`config.mk`:
```
export PLATFORM = sky130hd
export DESIGN_NAME = cdc_toggle_hs_rx
export DESIGN_NICKNAME = d
export VERILOG_FILES = /design/src/rtl/cdc_hs_pkg.sv /design/src/rtl/cdc_toggle_edge_det.sv /design/src/rtl/cdc_toggle_hs_rx.sv
export SDC_FILE = /design/constraint.sdc
export NUM_CORES = 1
export LEC_CHECK = 0
export CELL_PAD_IN_SITES_DETAIL_PLACEMENT = 0
export CELL_PAD_IN_SITES_GLOBAL_PLACEMENT = 1
export CORE_MARGIN = 3
export CORE_UTILIZATION = 37
export CTS_CLUSTER_DIAMETER = 200
export DETAILED_ROUTE_END_ITERATION = 8
export PLACE_DENSITY_LB_ADDON = 0.25
export SKIP_LAST_GASP = 1
export SYNTH_ARGS = -nofsm -noshare
export SYNTH_HDL_FRONTEND = slang
export SYNTH_HIERARCHICAL = 1
export SYNTH_SLANG_ARGS = --single-unit
```
`constraint.sdc`:
```
create_clock -name clk -period 3.5 [get_ports clk]
set_input_delay 0.525 -clock clk [delete_from_list [all_inputs] [get_ports clk]]
set_output_delay 0.525 -clock clk [all_outputs]
set_load 0.02 [all_outputs]
```
`src/rtl/cdc_hs_pkg.sv`:
```
// Shared types for the toggle handshake CDC receiver: FSM state encoding and timeout counter sizing.
// Latency: n/a (declarations only).
// Backpressure: n/a.
package cdc_hs_pkg;

    localparam int STATE_W = 2;

    typedef enum logic [STATE_W-1:0] {
        IDLE  = 2'd0,
        VALID = 2'd1,
        ACK   = 2'd2
    } state_t;

    function automatic int stall_cnt_w(input int timeout_cyc);
        return $clog2(timeout_cyc + 1);
    endfunction

endpackage

```
`src/rtl/cdc_toggle_edge_det.sv`:
```
// Detects a change on an already-synchronized toggle line (previous-value flop plus XOR).
// Latency: combinational pulse in the cycle the new level arrives.
// Backpressure: none; every toggle yields exactly one pulse.
module cdc_toggle_edge_det (
    input  logic clk,
    input  logic rstb,
    input  logic tgl,
    output logic tgl_edge
);

    logic tgl_prev;

    always_ff @(posedge clk or negedge rstb) begin
        if (!rstb) tgl_prev <= 1'b0;
        else       tgl_prev <= tgl;
    end

    assign tgl_edge = tgl ^ tgl_prev;

endmodule

```
`src/rtl/cdc_toggle_hs_rx.sv`:
```
// Toggle req/ack CDC receiver: captures held tx data, offers it valid/ready, returns ack toggle; CDC_HS_TIMEOUT_EN adds a stall flag.
// Latency: out_valid 1 cycle after the synchronized req edge; ack_tgl flips 2 cycles after the accepting cycle.
// Backpressure: out_valid/out_data hold until out_ready; the tx is not acknowledged before acceptance.
module cdc_toggle_hs_rx
    import cdc_hs_pkg::*;
#(
    parameter int WIDTH       = 8,
    parameter int CNT_W       = 16,
    parameter int TIMEOUT_CYC = 1024
) (
    input  logic             clk,
    input  logic             rstb,
    input  logic             req_tgl_sync,
    input  logic [WIDTH-1:0] data_in,
    output logic             out_valid,
    output logic [WIDTH-1:0] out_data,
    input  logic             out_ready,
    output logic             ack_tgl,
    output logic [CNT_W-1:0] xfer_cnt,
    output logic             err_ovf,
    input  logic             err_clr,
    output logic             err_timeout
);

    localparam int TO_W = stall_cnt_w(TIMEOUT_CYC);

    state_t state;
    state_t state_nxt;
    logic   req_edge;
    logic   capture;
    logic   ack_fire;
    logic   ovf_set;

    cdc_toggle_edge_det u_req_edge (
        .clk      (clk),
        .rstb     (rstb),
        .tgl      (req_tgl_sync),
        .tgl_edge (req_edge)
    );

    always_ff @(posedge clk or negedge rstb) begin
        if (!rstb) state <= IDLE;
        else       state <= state_nxt;
    end

    always_comb begin
        state_nxt = state;
        case (state)
            IDLE:    if (req_edge)  state_nxt = VALID;
            VALID:   if (out_ready) state_nxt = ACK;
            ACK:                    state_nxt = IDLE;
            default:                state_nxt = IDLE;
        endcase
    end

    // Decoded from state only, so out_valid never depends on out_ready.
    always_comb begin
        out_valid = (state == VALID);
        capture   = (state == IDLE) && req_edge;
        ack_fire  = (state == ACK);
        ovf_set   = req_edge && (state != IDLE);
    end

    always_ff @(posedge clk or negedge rstb) begin
        if (!rstb) begin
            out_data <= '0;
            ack_tgl  <= 1'b0;
            xfer_cnt <= '0;
            err_ovf  <= 1'b0;
        end else begin
            if (capture)  out_data <= data_in;
            if (ack_fire) begin
                ack_tgl  <= ~ack_tgl;
                xfer_cnt <= xfer_cnt + CNT_W'(1);
            end
            // A fresh violation outranks a clear in the same cycle.
            if (ovf_set)      err_ovf <= 1'b1;
            else if (err_clr) err_ovf <= 1'b0;
        end
    end

`ifdef CDC_HS_TIMEOUT_EN
    logic [TO_W-1:0] stall_cnt;
    logic            stalling;
    logic            stall_hit;

    assign stalling  = (state == VALID) && !out_ready;
    assign stall_hit = stalling && (stall_cnt == TO_W'(TIMEOUT_CYC - 1));

    always_ff @(posedge clk or negedge rstb) begin
        if (!rstb) begin
            stall_cnt   <= '0;
            err_timeout <= 1'b0;
        end else begin
            if (!stalling)                             stall_cnt <= '0;
            else if (stall_cnt != TO_W'(TIMEOUT_CYC))  stall_cnt <= stall_cnt + TO_W'(1);
            if (stall_hit)    err_timeout <= 1'b1;
            else if (err_clr) err_timeout <= 1'b0;
        end
    end
`else
    logic unused_timeout_cfg;
    assign unused_timeout_cfg = (TO_W > 0);
    assign err_timeout        = 1'b0;
`endif

endmodule
```
==> results of run 1 <==
-- how the worst max path moves through the flow --
stage / cells past startpoint / endpoint / start / slack (ns)
floorplan: 3 / out_data[0] / req_tgl_sync / 1.87
global placement: 4 / out_data[2] / req_tgl_sync / 1.23
detailed placement: 4 / out_data[7] / req_tgl_sync / 1.19
CTS: 2 / out_valid / state[1] / 1.30
global route: 2 / out_valid / state[0] / 1.23
finish: 2 / out_valid / state[1] / 1.34
-- synthesized netlist by cell type --
| cell type | count |
|---|---|
| nor3_2 | 1 |
| nor4_4 | 1 |
| inv_1 | 2 |
| and2_1 | 2 |
| nor2b_1 | 2 |
| xor2_1 | 8 |
| or2_2 | 1 |
| mux2_2 | 9 |
| nand3b_4 | 1 |
| a21o_1 | 1 |
| and3_1 | 3 |
| conb_1 | 1 |
| nand4_1 | 4 |
| nand2_1 | 5 |
| buf_4 | 1 |
| ha_1 | 1 |
| o21ai_0 | 2 |
| nor3b_2 | 1 |
| xnor2_1 | 9 |
| dfrtp_1 | 29 |
| nand3_1 | 4 |
| nor2_1 | 2 |
-- layer usage --
layer / global-route usage (%) / vias to the layer above / part of all wire [%]
li1: - / 396 / -
met1: 14.4 / 400 / 46
met2: 19.9 / 32 / 44
met3: 8.20 / 5 / 8.3
met4: 5.66 / 0 / 1.7
met5: 0 / - / 0
-- sequential cells by signal, indices dropped and copies added (netlist names) --
name,count
u_req_edge/tgl_prev,1
out_data,8
xfer_cnt,16
ack_tgl,1
err_ovf,1
state,2
-- area by class of cell --
cell class / instances / share of cell area, %
clock buffer: 6 / 2.42
clock inverter: 2 / 0.587
inverter: 2 / 0.440
multi-input combinational: 58 / 27.5
sequential: 29 / 42.5
tap: 44 / 3.23
timing repair buffer: 40 / 23.3
-- power by group --
group / total, mW / switching, mW / internal [mW]
clock network: 0.192 / 0.116 / 0.0764
logic: 0.464 / 0.214 / 0.249
registers: 0.501 / 0.0744 / 0.426
-- placed cells by master, fill, tap and decap left out --
cell type | synthesis | final
a21o_1 | 1 | 1
and2_1 | 2 | 2
and3_1 | 3 | 3
buf_4 | 1 | 1
clkbuf_1 | 0 | 1
clkbuf_4 | 0 | 5
clkdlybuf4s50_1 | 0 | 39
clkinv_2 | 0 | 2
conb_1 | 1 | 1
dfrtp_1 | 29 | 29
ha_1 | 1 | 1
inv_1 | 2 | 2
mux2_2 | 9 | 9
nand2_1 | 5 | 5
nand3_1 | 4 | 4
nand3b_4 | 1 | 1
nand4_1 | 4 | 4
nor2_1 | 2 | 2
nor2b_1 | 2 | 2
nor3_2 | 1 | 1
nor3b_2 | 1 | 1
nor4_4 | 1 | 1
o21ai_0 | 2 | 2
or2_2 | 1 | 1
xnor2_1 | 9 | 9
xor2_1 | 8 | 8
-- logic make-up (layout without fill, tap and decap cells) --
| logic type | after synthesis | count (layout) |
|---|---|---|
| other cells | 1 | 1 |
| flops | 29 | 29 |
| simple gates | 27 | 27 |
| buf+inv | 3 | 50 |
| mux | 9 | 9 |
| fa+ha+maj | 1 | 1 |
| compound gates | 3 | 3 |
| xor+xnor | 17 | 17 |
==> results.sh, run 1 <==
export IMPL_ys_ff_latch=29
export IMPL_rrSetupSlack_ns=1.85
export IMPL_multi_input_area_um2=469
export IMPL_cts_max_level=2
export IMPL_dp_slack_ns=1.19
export IMPL_wl_per_cell_um=12.3
export IMPL_start_kind="flip-flop"
export IMPL_dieArea_um2=3990
export IMPL_core_um2=3080
export IMPL_place_gp_congestion=0.724
export IMPL_p_per_area_nw_per_um2=678
export IMPL_port_buffers=39
export IMPL_synth_seq_area_share_pct=60.0
export IMPL_area_growth_pct=41.1
export IMPL_cp_top_family="buffers and inverters"
export IMPL_num_vias=833
export IMPL_r2r_end="out_data[7]"
export IMPL_maxCapViolCount=0
export IMPL_clk_latency_ns=0.32
export IMPL_vdd_drop_max_v=0.000346
export IMPL_critPathKind="reg -> out"
export IMPL_final_cells=181
export IMPL_cts_buffers=5
export IMPL_post_cts_buffers=0
export IMPL_io_pins=41
export IMPL_fin_skew_ns=0.00793
export IMPL_vias_per_cell=4.60
export IMPL_die_w_um=63.2
export IMPL_holdCritStartpoint="ack_tgl"
export IMPL_fin_area_um2=1710
export IMPL_cts_sinks=29
export IMPL_grt_pass1_wl_um=3860
export IMPL_hold_viol=0
export IMPL_initialDrtViolationCount=40
export IMPL_path_clk_slew_ns=0.09
export IMPL_setup_tns_ns=0
export IMPL_min_path_type="reg -> reg"
export IMPL_setup_slack_ns=1.34
export IMPL_tightest_slew_ns=0.630
export IMPL_yosysWarningCount=6
export IMPL_start_util_pct=39.3
export IMPL_syn_cell_area_um2=1210
export IMPL_synth_avg_cell_area_um2=13.4
export IMPL_synth_simple_area_share_pct=15.3
export IMPL_grt_pass1_vias=844
export IMPL_min_to="ack_tgl"
export IMPL_drtPass1Iterations=4
export IMPL_synth_top_area_share_pct=60.0
export IMPL_power_leakage_nw=0.779
export IMPL_ctsHoldBuffers=0
export IMPL_layout_drive_gt1_share_pct=16.1
export IMPL_synth_largest_area_cell="dfrtp_1"
export IMPL_cts_resized=0
export IMPL_fmaxAchievable_ghz=0.463
export IMPL_rsz0062_at_grt="false"
export IMPL_drcViolationCount=0
export IMPL_critPathSlowestCell="clkdlybuf4s50_1"
export IMPL_place_inst=173
export IMPL_setup_viol=0
export IMPL_antenna_found_initial=0
export IMPL_fin_util_pct=55.4
export IMPL_overflow=0
export IMPL_synth_top_family_by_area="simple AND/OR/NAND/NOR gates"
export IMPL_cp_end_kind="primary output"
export IMPL_ctsLongestPathBuffers=2
export IMPL_rows=20
export IMPL_cts_tree="done"
export IMPL_synth_cell_types=22
export IMPL_arrival_ns=1.64
export IMPL_hold_depth=1
export IMPL_power_mw=1.16
export IMPL_seq_area_um2=726
export IMPL_place_area_um2=1660
export IMPL_synth_compound_area_share_pct=1.45
export IMPL_synthMuxAreaShare_pct=8.38
export IMPL_finalNetCount=150
export IMPL_fin_crit_sh_pct=61.7
export IMPL_root_buffer="clkbuf_4"
export IMPL_period_minus_slack_ns=2.16
export IMPL_syn_nets=104
export IMPL_critPathMaxFanout=5
export IMPL_critPathMaxStageDelay_ns=0.64
export IMPL_track_usage_pct=13.0
export IMPL_die_h_um=63.2
export IMPL_whs_ns=0.472
export IMPL_status="finished, final reports clean"
export IMPL_drtAntennaViolNets=0
export IMPL_rr_startpoint="u_req_edge/tgl_prev"
export IMPL_grt_max_degree=30
export IMPL_synthCells=90
export IMPL_crit_chain="nor2b_1 > clkdlybuf4s50_1"
export IMPL_antenna_cells=0
export IMPL_yosys_top_cells_area="dfrtp_1 60%, mux2_2 8.4%, xnor2_1 6.5%"
export IMPL_wirelength_um=2240
export IMPL_required_ns=2.97
export IMPL_fillCellCount=281
export IMPL_slew_viol_final=0
export IMPL_maxSlewHeadroom_pct=57.8
export IMPL_worstRegToRegCells=3
export IMPL_dp_final_hpwl_um=1630
export IMPL_synth_xor_area_share_pct=12.3
export IMPL_cp_num_buf_inv=1
export IMPL_synthAdderAreaFrac_pct=1.03
Power figures use the tool's default switching activity.
==> run 2: changes to the inputs <==
--- a/config.mk
+++ b/config.mk
@@ -8,7 +8,7 @@
 export CELL_PAD_IN_SITES_DETAIL_PLACEMENT = 0
 export CELL_PAD_IN_SITES_GLOBAL_PLACEMENT = 1
 export CORE_MARGIN = 3
-export CORE_UTILIZATION = 37
+export CORE_UTILIZATION = 31
 export CTS_CLUSTER_DIAMETER = 200
 export DETAILED_ROUTE_END_ITERATION = 8
 export PLACE_DENSITY_LB_ADDON = 0.25
==> constraint.sdc (replaced) <==
create_clock -name clk -period 1.8 [get_ports clk]
set_input_delay 0.27 -clock clk [delete_from_list [all_inputs] [get_ports clk]]
set_output_delay 0.27 -clock clk [all_outputs]
set_load 0.02 [all_outputs]
==> results.sh, run 2 (same netlist as run 1, synthesis figures left out) <==
export IMPL_critPathKind="reg -> out"
export IMPL_slew_viol_final=0
export IMPL_hold_viol=0
export IMPL_final_cell_mix="38 x clkdlybuf4s50_1, 29 x dfrtp_1, 9 x xnor2_1, 9 x mux2_2, 8 x xor2_1"
export IMPL_setup_slack_ns=0.149
export IMPL_grt_pass1_vias=819
export IMPL_final_common_cell="clkdlybuf4s50_1"
export IMPL_overflow=0
export IMPL_regMostFlops="xfer_cnt"
export IMPL_maxCapViolCount=0
export IMPL_rr_startpoint="xfer_cnt[0]"
export IMPL_critPathMaxFanout=7
export IMPL_dieArea_um2=4690
export IMPL_setup_viol=0
export IMPL_finalNetCount=152
export IMPL_track_usage_pct=11.2
export IMPL_grt_max_degree=30
export IMPL_fillCellCount=359
export IMPL_cts_buffers=5
export IMPL_cp_num_buf_inv=1
export IMPL_crit_chain="clkdlybuf4s50_1"
export IMPL_critPathSlowestCell="clkdlybuf4s50_1"
export IMPL_initialDrtViolationCount=28
export IMPL_cts_sinks=29
export IMPL_setup_tns_ns=0
export IMPL_core_um2=3720
export IMPL_power_leakage_nw=0.804
export IMPL_arrival_ns=1.38
export IMPL_antenna_found_initial=0
export IMPL_root_buffer="clkbuf_8"
export IMPL_die_h_um=68.5
export IMPL_cts_max_level=2
export IMPL_min_path_type="in -> async"
export IMPL_die_w_um=68.5
export IMPL_port_buffers=39
export IMPL_fin_crit_sh_pct=91.7
export IMPL_drtPass1Iterations=2
export IMPL_place_inst=179
export IMPL_crit_path_start="xfer_cnt[7]"
export IMPL_clk_latency_ns=0.27
export IMPL_antenna_cells=0
export IMPL_largest_reg_flops=16
export IMPL_whs_ns=0.387
export IMPL_drcViolationCount=0
export IMPL_path_clk_slew_ns=0.06
export IMPL_fmaxAchievable_ghz=0.606
export IMPL_rows=22
export IMPL_dp_final_hpwl_um=1650
export IMPL_vias_per_cell=4.38
export IMPL_num_vias=814
export IMPL_required_ns=1.53
export IMPL_wl_per_cell_um=12.0
export IMPL_cp_end_kind="primary output"
export IMPL_p_per_area_nw_per_um2=1370
export IMPL_cp_top_family="buffers and inverters"
export IMPL_start_util_pct=32.6
export IMPL_area_growth_pct=45.5
export IMPL_cts_tree="done"
export IMPL_ctsHoldBuffers=0
export IMPL_wirelength_um=2240
export IMPL_critPathMaxStageDelay_ns=0.65
export IMPL_drtAntennaViolNets=0
export IMPL_rsz0062_at_grt="false"
export IMPL_layout_drive_gt1_share_pct=16.7
export IMPL_final_cells=186
export IMPL_io_pins=41
export IMPL_vdd_drop_max_v=0.000694
export IMPL_reg_top3="xfer_cnt x16, out_data x8, state x2"
export IMPL_period_minus_slack_ns=1.65
export IMPL_ctsLongestPathBuffers=2
export IMPL_fin_skew_ns=0.00466
export IMPL_dp_slack_ns=-0.00761
export IMPL_start_kind="flip-flop"
export IMPL_grt_pass1_wl_um=3830
export IMPL_place_gp_congestion=0.708
export IMPL_post_cts_buffers=0
export IMPL_status="finished, final reports clean"
## run 2: cell count changes in the layout (fill, tap and decap cells not counted)
cell,before,now
clkbuf_8,0,6
clkbuf_4,5,0
buf_4,1,3
clkinv_2,2,0
clkdlybuf4s50_1,39,38
dlygate4sd2_1,0,1
## run 2: metal layers
| metal | vias to the layer above | wire (um) | track usage [%] |
|---|---|---|---|
| li1 | 395 | - | - |
| met1 | 383 | 1020 | 14.5 |
| met2 | 32 | 997 | 15.7 |
| met3 | 4 | 204 | 5.91 |
| met4 | 0 | 19 | 3.72 |
| met5 | - | 0 | 0 |
## run 2: power by group
part,internal (mW),total [mW],switching [mW]
sequential,0.832,0.969,0.137
combinational,0.493,0.919,0.426
clock,0.302,0.517,0.215
## run 2: final cells by class
type,instances,area [um^2],share of cell area (%)
sequential,29,726,41.2
multi-input combinational,58,469,26.7
clock buffer,7,86.3,4.90
inverter,2,7.51,0.426
timing repair buffer,42,412,23.4
tap,48,60.1,3.41
## run 2: through the flow
step	total power, mW	utilization [%]	area (um^2)
after floorplan	1.45	-	1210
after global placement	1.91	45.1	1680
after detailed placement	1.92	45.1	1680
after CTS	2.45	47.4	1760
after global routing	2.55	47.4	1760
final	2.41	47.4	1760
## run 2: timing repair
action                                 4_1_cts  5_1_grt
endpoints found under the hold margin        0        0
gates resized for setup                      1        0
setup endpoints to repair                    1        0
## run 2: final timing paths
| kind | endpoint | slack, ns | cells past startpoint |
|---|---|---|---|
| min | xfer_cnt[3] | 0.39 | 2 |
| min reg2reg | ack_tgl | 0.47 | 1 |
| max reg2reg | xfer_cnt[14] | 0.36 | 5 |
| max | xfer_cnt[7] | 0.15 | 1 |
| max in group asynchronous | out_data[1] | 1.14 | 2 |
| min in group clk | ack_tgl | 0.47 | 1 |
